### config.mk
export PLATFORM = sky130hd
export DESIGN_NAME = dec_sequencer
export DESIGN_NICKNAME = d
export VERILOG_FILES = /design/src/rtl/dec_sequencer_pkg.sv /design/src/rtl/dec_sequencer_reglist_scan.sv /design/src/rtl/dec_sequencer.sv
export SDC_FILE = /design/constraint.sdc
export NUM_CORES = 1
export LEC_CHECK = 0
export CAP_MARGIN = 20
export CORE_MARGIN = 1
export CORE_UTILIZATION = 23
export CTS_CLUSTER_SIZE = 8
export DETAILED_ROUTE_END_ITERATION = 6
export PLACE_DENSITY = 0.48
export SLEW_MARGIN = 0
export SYNTH_ARGS = -nofsm -noshare
export SYNTH_HDL_FRONTEND = slang
export SYNTH_SLANG_ARGS = --single-unit
### constraint.sdc
create_clock -name clk -period 7.3 [get_ports clk]
set_input_delay 1.46 -clock clk [delete_from_list [all_inputs] [get_ports clk]]
set_output_delay 1.46 -clock clk [all_outputs]
set_load 0.01 [all_outputs]
### src/rtl/dec_sequencer_pkg.sv
// Shared definitions for the decode sequencer: instruction-class codes, control-word
// bit positions, FSM encoding and the block-transfer control word builder.
package dec_defs;

   localparam logic [3:0] DEC_DP    = 4'd1;
   localparam logic [3:0] DEC_MUL   = 4'd2;
   localparam logic [3:0] DEC_SDT_A = 4'd6;
   localparam logic [3:0] DEC_SDT_B = 4'd8;
   localparam logic [3:0] DEC_BDT   = 4'd9;
   localparam logic [3:0] DEC_SWI   = 4'd10;

   localparam int CW_OP3_SEL      = 0;
   localparam int CW_R1_SEL       = 1;
   localparam int CW_R2_SEL       = 2;
   localparam int CW_R3_SEL       = 3;
   localparam int CW_INC_ORDER    = 4;
   localparam int CW_LOAD_MUL     = 5;
   localparam int CW_GCNT_IN_DEC  = 6;
   localparam int CW_DEST_ADD_VAL = 7;
   localparam int CW_DEST_SEL     = 8;
   localparam int CW_LEGACY_W     = 9;

   typedef enum logic {
      S_IDLE = 1'b0,
      S_RUN  = 1'b1
   } state_e;

   // Instruction bits the sequence depends on after accept.
   typedef struct packed {
      logic pre_idx;  // OPCODE[24]
      logic up;       // OPCODE[23]
      logic wb_acc;   // OPCODE[21]: writeback, or accumulate for MUL
      logic load;     // OPCODE[20]
   } op_flags_t;

   function automatic logic [CW_LEGACY_W-1:0] bdt_word(input logic load, input logic up,
                                                       input logic wb_step);
      logic [CW_LEGACY_W-1:0] w;
      w                  = '0;
      w[CW_DEST_SEL]     = 1'b1;
      w[CW_DEST_ADD_VAL] = load;
      w[CW_GCNT_IN_DEC]  = wb_step;
      w[CW_LOAD_MUL]     = 1'b1;
      w[CW_INC_ORDER]    = up;
      w[CW_R1_SEL]       = 1'b1;
      return w;
   endfunction

endpackage

### src/rtl/dec_sequencer_reglist_scan.sv
// Combinational LDM/STM register-list scanner: population count, lowest set
// register number and the list with that register removed.
module reglist_scan (
   input  logic [15:0] mask,
   output logic [4:0]  count,
   output logic [3:0]  low_idx,
   output logic [15:0] mask_rest
);

   always_comb begin
      // NOTE: every always_comb output gets a default first so no path can infer a latch.
      count   = '0;
      low_idx = '0;
      // Descending walk: the last hit written is the lowest set bit.
      for (int i = 15; i >= 0; i--) begin
         count = count + 5'(mask[i]);
         if (mask[i]) low_idx = 4'(i);
      end
   end

   assign mask_rest = mask & (mask - 16'd1);

endmodule

### src/rtl/dec_sequencer.sv
// Multi-cycle decode sequencer: one control word per step for MUL/MLA, LDR/STR
// with writeback and LDM/STM lists. Optional abort input under DECSEQ_ABORT_EN.
module dec_sequencer
   import dec_defs::*;
#(
   parameter int CNT_W  = 9,
   parameter int STEP_W = 5
) (
   input  logic              clk,
   input  logic              rst,
   input  logic [31:0]       OPCODE,
   input  logic [3:0]        Dec,
   input  logic              op_valid,
   output logic              op_ready,
   input  logic              stall,
`ifdef DECSEQ_ABORT_EN
   input  logic              abort,
`endif
   output logic [CNT_W-1:0]  CntOut,
   output logic              GCnt,
   output logic [STEP_W-1:0] step,
   output logic [3:0]        reg_idx,
   output logic              busy,
   output logic              last
);

   state_e              state_q, state_d;
   logic [STEP_W-1:0]   step_q, step_d;
   logic [3:0]          dec_q, dec_d;
   op_flags_t           flags_q, flags_d;
   logic [15:0]         mask_q, mask_d;
   logic                bdt_wb_q, bdt_wb_d;

   logic [4:0]          scan_count;
   logic [3:0]          scan_low;
   logic [15:0]         scan_rest;

   logic                busy_w, last_c, sdt_wb, abort_hit, accept;
   logic [CW_LEGACY_W-1:0] word_c;
   logic [3:0]          idx_c;

   reglist_scan u_scan (
      .mask      (mask_q),
      .count     (scan_count),
      .low_idx   (scan_low),
      .mask_rest (scan_rest)
   );

   assign busy_w = (state_q == S_RUN);
   assign sdt_wb = flags_q.wb_acc | !flags_q.pre_idx;

`ifdef DECSEQ_ABORT_EN
   assign abort_hit = abort & busy_w;
`else
   assign abort_hit = 1'b0;
`endif

   // Control word and final-step detect for the current step, forced to zero when idle.
   always_comb begin
      word_c = '0;
      idx_c  = '0;
      last_c = 1'b0;
      case (dec_q)
         DEC_DP: begin
            word_c = 9'h008;
            last_c = 1'b1;
         end
         DEC_MUL: begin
            if (flags_q.wb_acc) begin
               if (step_q == STEP_W'(0))      word_c = 9'h000;
               else if (step_q == STEP_W'(1)) word_c = 9'h008;
               else                           word_c = 9'h048;
               last_c = (step_q == STEP_W'(2));
            end else begin
               word_c = (step_q == STEP_W'(0)) ? 9'h008 : 9'h048;
               last_c = (step_q == STEP_W'(1));
            end
         end
         DEC_SDT_A, DEC_SDT_B: begin
            if (step_q == STEP_W'(0)) begin
               word_c = flags_q.load ? 9'h080 : {2'b00, !flags_q.pre_idx, 6'b000100};
               last_c = !sdt_wb;
            end else begin
               word_c = flags_q.load ? 9'h0C0 : 9'h004;
               last_c = 1'b1;
            end
         end
         DEC_BDT: begin
            if (mask_q != '0) begin
               word_c = bdt_word(flags_q.load, flags_q.up, 1'b0);
               idx_c  = scan_low;
               last_c = (scan_count == 5'd1) & !bdt_wb_q;
            end else begin
               word_c = bdt_wb_q ? bdt_word(flags_q.load, flags_q.up, 1'b1) : '0;
               last_c = 1'b1;
            end
         end
         DEC_SWI: begin
            word_c = 9'h001;
            last_c = 1'b1;
         end
         default: last_c = 1'b1;
      endcase
      if (!busy_w) begin
         word_c = '0;
         idx_c  = '0;
         last_c = 1'b0;
      end
   end

   assign op_ready = (!busy_w | (last_c & !stall)) & !abort_hit;
   assign accept   = op_valid & op_ready;

   always_comb begin
      state_d  = state_q;
      step_d   = step_q;
      dec_d    = dec_q;
      flags_d  = flags_q;
      mask_d   = mask_q;
      bdt_wb_d = bdt_wb_q;
      if (abort_hit) begin
         state_d = S_IDLE;
         step_d  = '0;
         mask_d  = '0;
      end else if (busy_w && stall) begin
         state_d = state_q;
      end else if (accept) begin
         state_d  = S_RUN;
         step_d   = '0;
         dec_d    = Dec;
         flags_d  = {OPCODE[24], OPCODE[23], OPCODE[21], OPCODE[20]};
         mask_d   = (Dec == DEC_BDT) ? OPCODE[15:0] : '0;
         bdt_wb_d = OPCODE[21] & (|OPCODE[15:0]);
      end else if (busy_w && last_c) begin
         state_d = S_IDLE;
         step_d  = '0;
         mask_d  = '0;
      end else if (busy_w) begin
         step_d = step_q + STEP_W'(1);
         mask_d = scan_rest;
      end
   end

   // NOTE: sequential state uses non-blocking assignments so every flop samples pre-edge values.
   always_ff @(posedge clk) begin
      if (rst) begin
         state_q <= S_IDLE;
         step_q  <= '0;
         mask_q  <= '0;
      end else begin
         state_q <= state_d;
         step_q  <= step_d;
         mask_q  <= mask_d;
      end
   end

   // NOTE: instruction payload is left unreset; every use is gated by busy or reloaded at accept.
   always_ff @(posedge clk) begin
      dec_q    <= dec_d;
      flags_q  <= flags_d;
      bdt_wb_q <= bdt_wb_d;
   end

   assign CntOut  = CNT_W'(word_c);
   assign GCnt    = busy_w & (step_q != '0);
   assign step    = step_q;
   assign reg_idx = idx_c;
   assign busy    = busy_w;
   assign last    = last_c;

endmodule

* Word-level counts from Yosys, hierarchy flattened *
Index checks and enable logic that the tools add are counted.
Widths: inputs -> output; s select.

operators by class
  bitwise logic cells = 9
  reduce and logical (&&, ||, !) cells = 17
  muxes and demuxes = 44
  eq/ne operators = 10
  add/sub/neg operators = 17

operators by type and width
  kind                   count
  $mux 4                 19
  $add 5x1->5            14
  $mux 16                4
  $mux 9                 5
  $pmux 9 s5             1
  $mux 8                 3
  $and 16x16->16         1
  $eq 4x4->1 const B     4
  $reduce_bool 16->1     1
  $reduce_or 16->1       1
  $sub 16x1->16 const B  1
  $mux 5                 3
  $mux 7                 2
  $eq 5x1->1 const B     2
  $mux 1                 6
  $reduce_and 2->1       3
  $add 5x1->5 const B    1
  $and 1x1->1            5
  $eq 5x2->1 const B     1
  $logic_not 1->1        5
  $logic_not 5->1        1
  $reduce_bool 5->1      1
  $eq 4x1->1 const B     1
  $eq 4x2->1 const B     1
  other kinds (9)        11

word-level totals
  input bits = 40
  output and inout bits = 22
  register bits = 31
  word-level logic and storage cells = 106

* Logic depth before layout (Yosys ltp) *
Gate-level depths: netlist (run 1).

  word-level depth = 25
  mapped depth = 19
  gate-level depth less buffers = 18

* Modules after synthesis *
A second synthesis (run 1) with hierarchy kept.

second synthesis, totals
  cell total of the unflattened synthesis = 304
  area total of the unflattened synthesis = 2547.4 um2

modules (own cells, without submodules)
  module         instances  area each (um2)  seq. area each (um2)  cells each
  dec_sequencer  1          1815.5           710.7                 214
  reglist_scan   1          732.0            0.0                   90

* Worst setup path after synthesis (run 1) *
No wires, ideal clock.

  path kind = register -> output
  start point = reg mask_q[14]
  end point = out op_ready
  data arrival time = 4.792 ns
  buffers on the path = 0
  slack = 1.048 ns
  stages on the path, launching flop included = 18
  data required time = 5.840 ns
  path through = dfxtp_1 > inv_1 > ha_1 > inv_1 > fa_1 > inv_1 > fa_1 > fa_1 > inv_1 > fa_1 > inv_1 > fa_1 > fa_1 > or4b_2 > nor4_4 > a22oi_2 > a21o_1 > nand2_1

on the way
  longest elaborated chain between the ends = 22
  elaborated cells on any way between the ends = 23
  those cells by class = 15 x add/sub; 1 x eq/ne; 3 x mux; 3 x bitwise; 1 x reduce/logical

ends and longest elaborated chain
  element                     line                              source
  start: declaration          dec_sequencer.sv:31               logic [15:0] mask_q, mask_d;
  start signal: assignment    dec_sequencer.sv:153              mask_q <= mask_d;
  $add 1x1->2                 dec_sequencer_reglist_scan.sv:16  count = count + 5'(mask[i]);
  $add 5x1->5 (14 in series)  dec_sequencer_reglist_scan.sv:16
  $eq 5x1->1                  dec_sequencer.sv:92               last_c = (scan_count == 5'd1) & !bdt_wb_q;
  $and 1x1->1                 dec_sequencer.sv:92
  $mux 1 (*)                  dec_sequencer.sv:89               if (mask_q != '0) begin
  $pmux 1 s3 (*)              dec_sequencer.sv:63               case (dec_q)
  $mux 1 (*)                  dec_sequencer.sv:104              if (!busy_w) begin
  $and 1x1->1 (*)             dec_sequencer.sv:111              assign op_ready = (!busy_w | (last_c & !stall)) & !abort_hit;
  $or 1x1->1 (*)              dec_sequencer.sv:111
  end: declaration            dec_sequencer.sv:14               output logic op_ready,

Mark *: on every way between the ends. The rest lies on a longest branch, timed or not.

* Worst setup path in the final report (run 1) *
Ends and elaborated chain as after synthesis.

==> results of run 1 <==
==> layout make-up <==
cell class | count | area share [%]
multi-input combinational | 187 | 46.7
inverter | 34 | 4.23
clock buffer | 7 | 2.86
timing repair buffer | 52 | 16.9
sequential | 31 | 23.6
tap | 133 | 5.52
clock inverter | 1 | 0.166
==> per-stage QoR <==
step	power, mW	area [um2]	hold slack [ps]
CTS	0.412	3000	502
finish	0.409	3010	495
detailed placement	0.266	2910	491
floorplan	0.231	2300	466
global placement	0.266	2910	487
global route	0.429	3010	535
==> logic make-up (layout without fill, tap and decap cells) <==
group / count (synthesis) / in the layout
buf+inv: 43 / 94
flops: 31 / 31
mux: 2 / 2
simple gates: 91 / 91
fa+ha+maj: 22 / 22
compound gates: 72 / 72
==> worst min-delay path: stages, from the launching register on <==
cell	delay (ps)
dfxtp_1	340
inv_1	60
o21ai_1	50
==> routing by layer <==
layer | up-vias | track usage, % | routed length [um]
met5 | - | 0 | 0
met2 | 63 | 23.7 | 3260
met3 | 4 | 3.01 | 381
met4 | 0 | 3.08 | 41
li1 | 1057 | - | -
met1 | 1029 | 17.8 | 3130
==> cell usage after synthesis, drive strengths merged (3+ instances only) <==
cell type / number / area share [%]
nor3: 6 / 1.3
buf: 5 / 2.1
a211oi: 3 / 0.98
or4: 4 / 1.3
fa: 10 / 8.7
inv: 34 / 5.5
nand3: 6 / 1.3
nand2: 18 / 2.9
a21oi: 14 / 3.0
o21ai: 15 / 3.3
a32o: 7 / 3.0
dfxtp: 22 / 19
clkbuf: 4 / 0.65
nor2: 25 / 4.1
a22o: 9 / 3.4
ha: 12 / 6.5
nor4: 12 / 3.9
a21o: 3 / 0.98
edfxtp: 9 / 12
==> sequential cells by signal, summed over array words and instances, names as in the netlist <==
name / cells
dec_q: 4
busy: 1
bdt_wb_q: 1
mask_q: 16
step: 5
flags_q: 4
==> worst paths after layout <==
path                    end  slack, ps  depth (start not counted)
setup / recovery   op_ready        290                         18
hold / removal      step[4]        490                          2
setup reg to reg  mask_q[4]       1050                         18
hold reg to reg     step[4]        490                          2
==> power groups by stage <==
| stage | Sequential (mW) | Clock, mW | Combinational [mW] |
|---|---|---|---|
| floorplan | 0.190 | 0 | 0.0417 |
| global placement | 0.193 | 0 | 0.0729 |
| detailed placement | 0.193 | 0 | 0.0733 |
| CTS | 0.189 | 0.150 | 0.0735 |
| global route | 0.190 | 0.157 | 0.0810 |
| finish | 0.189 | 0.147 | 0.0731 |
==> repair_timing <==
item	4_1_cts	5_1_grt
endpoints found under the hold margin	0	0
pin swaps	0	1
endpoints found under the setup margin	1	2
buffers inserted	0	1
gates cloned	0	0
resized for setup	1	6
==> flow_summary_export.csv, run 1 <==
group,metric,value,unit
run_status,status,"complete, no violations",
sta,fin_crit_sh,96.1,%
worst_hold_path,hp-start,"step[4]",
sta,max_slew.worst_pin.slew,988,ps
critical_path,cp.buffers_inverters,6,
yosys,synth_cells,261,
yosys,synth-xor-area-share,0,%
yosys,synth_mux_area_share,0.869,%
die,die_h,102,um
sta,setup_ws,287,ps
cts,clk-insertion-delay-late,290,ps
flow_run,cap_violations,0,
placement,dp.cells,436,
yosys,postSynthAreaPerCell,8.83,um2
finish,layout-drive-gt1-share,6.73,%
sta,slew_viol_final,0,
yosys,synth_edf_count,9,
power,pwr-share-clk,35.9,%
sta,relSlewSlack,34.1,%
global_routing,grt_first_pass_wirelength,10900,um
power,p_per_area,136,nW/um2
yosys,synth_area,2300,um2
finish,layout_commonest_cell,"clkdlybuf4s50_1",
sta,setup_tns,0,ps
finish,final_core_util,31.0,%
critical_path,path_class,"flip-flop to output pin",
placement,dp_hpwl,5510,um
yosys,synth_compound_area_share,23.4,%
finish,instances_no_fill,445,
worst_hold_path,hp-class,"flip-flop to flip-flop",
critical_path,required,5840,ps
cts,cts_buffer_depth,2,
power,p_sw,0.117,mW
cts,ctsHoldBuffers,0,
sta,hold_viol,0,
sta,max_freq,0.143,GHz
critical_path,end_kind,"output pin",
cts,cts_sinks,31,
power,p_comb_share,17.9,%
routing,ant_nets,0,
finish,multi_input_area,1410,um2
sta,finalSetupViolCount,0,
critical_path,cpLargestDelayFamily,"adder cells",
routing,drc,0,
power,p_int,0.292,mW
yosys,yosysWarnings,0,
global_routing,overflow,0,
routing,viasPerCell,4.84,
die,die_area,10400,um2
cts,cts_root_buffer,"clkbuf_8",
critical_path,cpPeakStageDelay,650,ps
global_routing,track_usage,13.8,%
cts,cts_buffers,5,
sta,fin_worst_skew,11.5,ps
power,power.leakage,1.20,nW
critical_path,path_max_fanout,3,
routing,drt-total-wl,6810,um
critical_path,crit_arrival,5550,ps
placement,place_ws,250,ps
placement,place.port_buffers,49,
yosys,synth_top_family_by_area,"compound AO/OA/AOI/OAI gates",
yosys,synth_flop_cell,"dfxtp_1",
die,core,9730,um2
finish,final_nets,373,
yosys,ys_seq_area_share,30.9,%
routing,drt_pass1_iterations,4,
routing,vias,2153,
critical_path,critical_path.cell_chain,"inv_1 -> ha_1 -> inv_1 -> fa_1 -> inv_1 -> fa_1 -> fa_1 -> inv_1 -> fa_1 -> inv_1 -> fa_2 -> fa_1 -> or4b_2 -> nor4_4 -> a22oi_2 -> a21o_1 -> nand2_1 -> clkbuf_2",
yosys,syn_nets,323,
die,io_pins,62,
finish,antenna-diode-count,0,
critical_path,start_kind,"flip-flop",
cts,clk_pin_slew_worst_paths,70,ps
yosys,synthSimpleGateAreaFrac,21.4,%
yosys,ys_seq_elements,31,
global_routing,antenna_found_initial,0,
power,worst_ir_drop_vdd,54.5,uV
power,p_sw_share,28.6,%
finish,final_cell_mix,"clkdlybuf4s50_1 (47), inv_1 (34), nor2_1 (25)",
finish,nFillCells,1058,
placement,gp_congestion,0.905,
cts,h-tree-depth,2,
sta,rsz0062_at_grt,"no",
power,pwr-share-seq,46.3,%
die,rows,36,
critical_path,crit_start,"mask_q[14]",
die,start_util,23.7,%
finish,regArea,712,um2
die,die_x,102,um
routing,drtIter0Drc,70,
sta,period_needed,7010,ps
yosys,async_flop_share,0,%
cts,tritoncts,"built",
finish,area_delta_synth_final,30.9,%
yosys,synth_fa_ha_area_share,15.2,%
yosys,synth_cell_type_count,56,
global_routing,grt_max_degree,17,
routing,wl_per_cell,15.3,um
critical_path,cpMaxStageDelayCell,"or4b_2",
critical_path,worstReg2RegStart,"mask_q[14]",
global_routing,grt_pass1_vias,2117,
(Power assumes the default switching activity.)
==> inputs of run 2 (changes only) <==
--- a/config.mk
+++ b/config.mk
@@ -10,6 +10,7 @@
 export CORE_UTILIZATION = 23
 export CTS_CLUSTER_SIZE = 8
 export DETAILED_ROUTE_END_ITERATION = 6
+export HOLD_SLACK_MARGIN = 0.05
 export PLACE_DENSITY = 0.48
 export SLEW_MARGIN = 0
 export SYNTH_ARGS = -nofsm -noshare
==> results of run 2 <==
Same layout as run 1: the final DEF is identical, and so are final timing and power.
==> inputs of run 3 (changes only) <==
--- a/config.mk
+++ b/config.mk
@@ -12,7 +12,7 @@
 export DETAILED_ROUTE_END_ITERATION = 6
 export HOLD_SLACK_MARGIN = 0.05
 export PLACE_DENSITY = 0.48
-export SLEW_MARGIN = 0
+export SLEW_MARGIN = 5
 export SYNTH_ARGS = -nofsm -noshare
 export SYNTH_HDL_FRONTEND = slang
 export SYNTH_SLANG_ARGS = --single-unit
==> results of run 3 <==
Same layout as run 1: the final DEF is identical, and so are final timing and power.
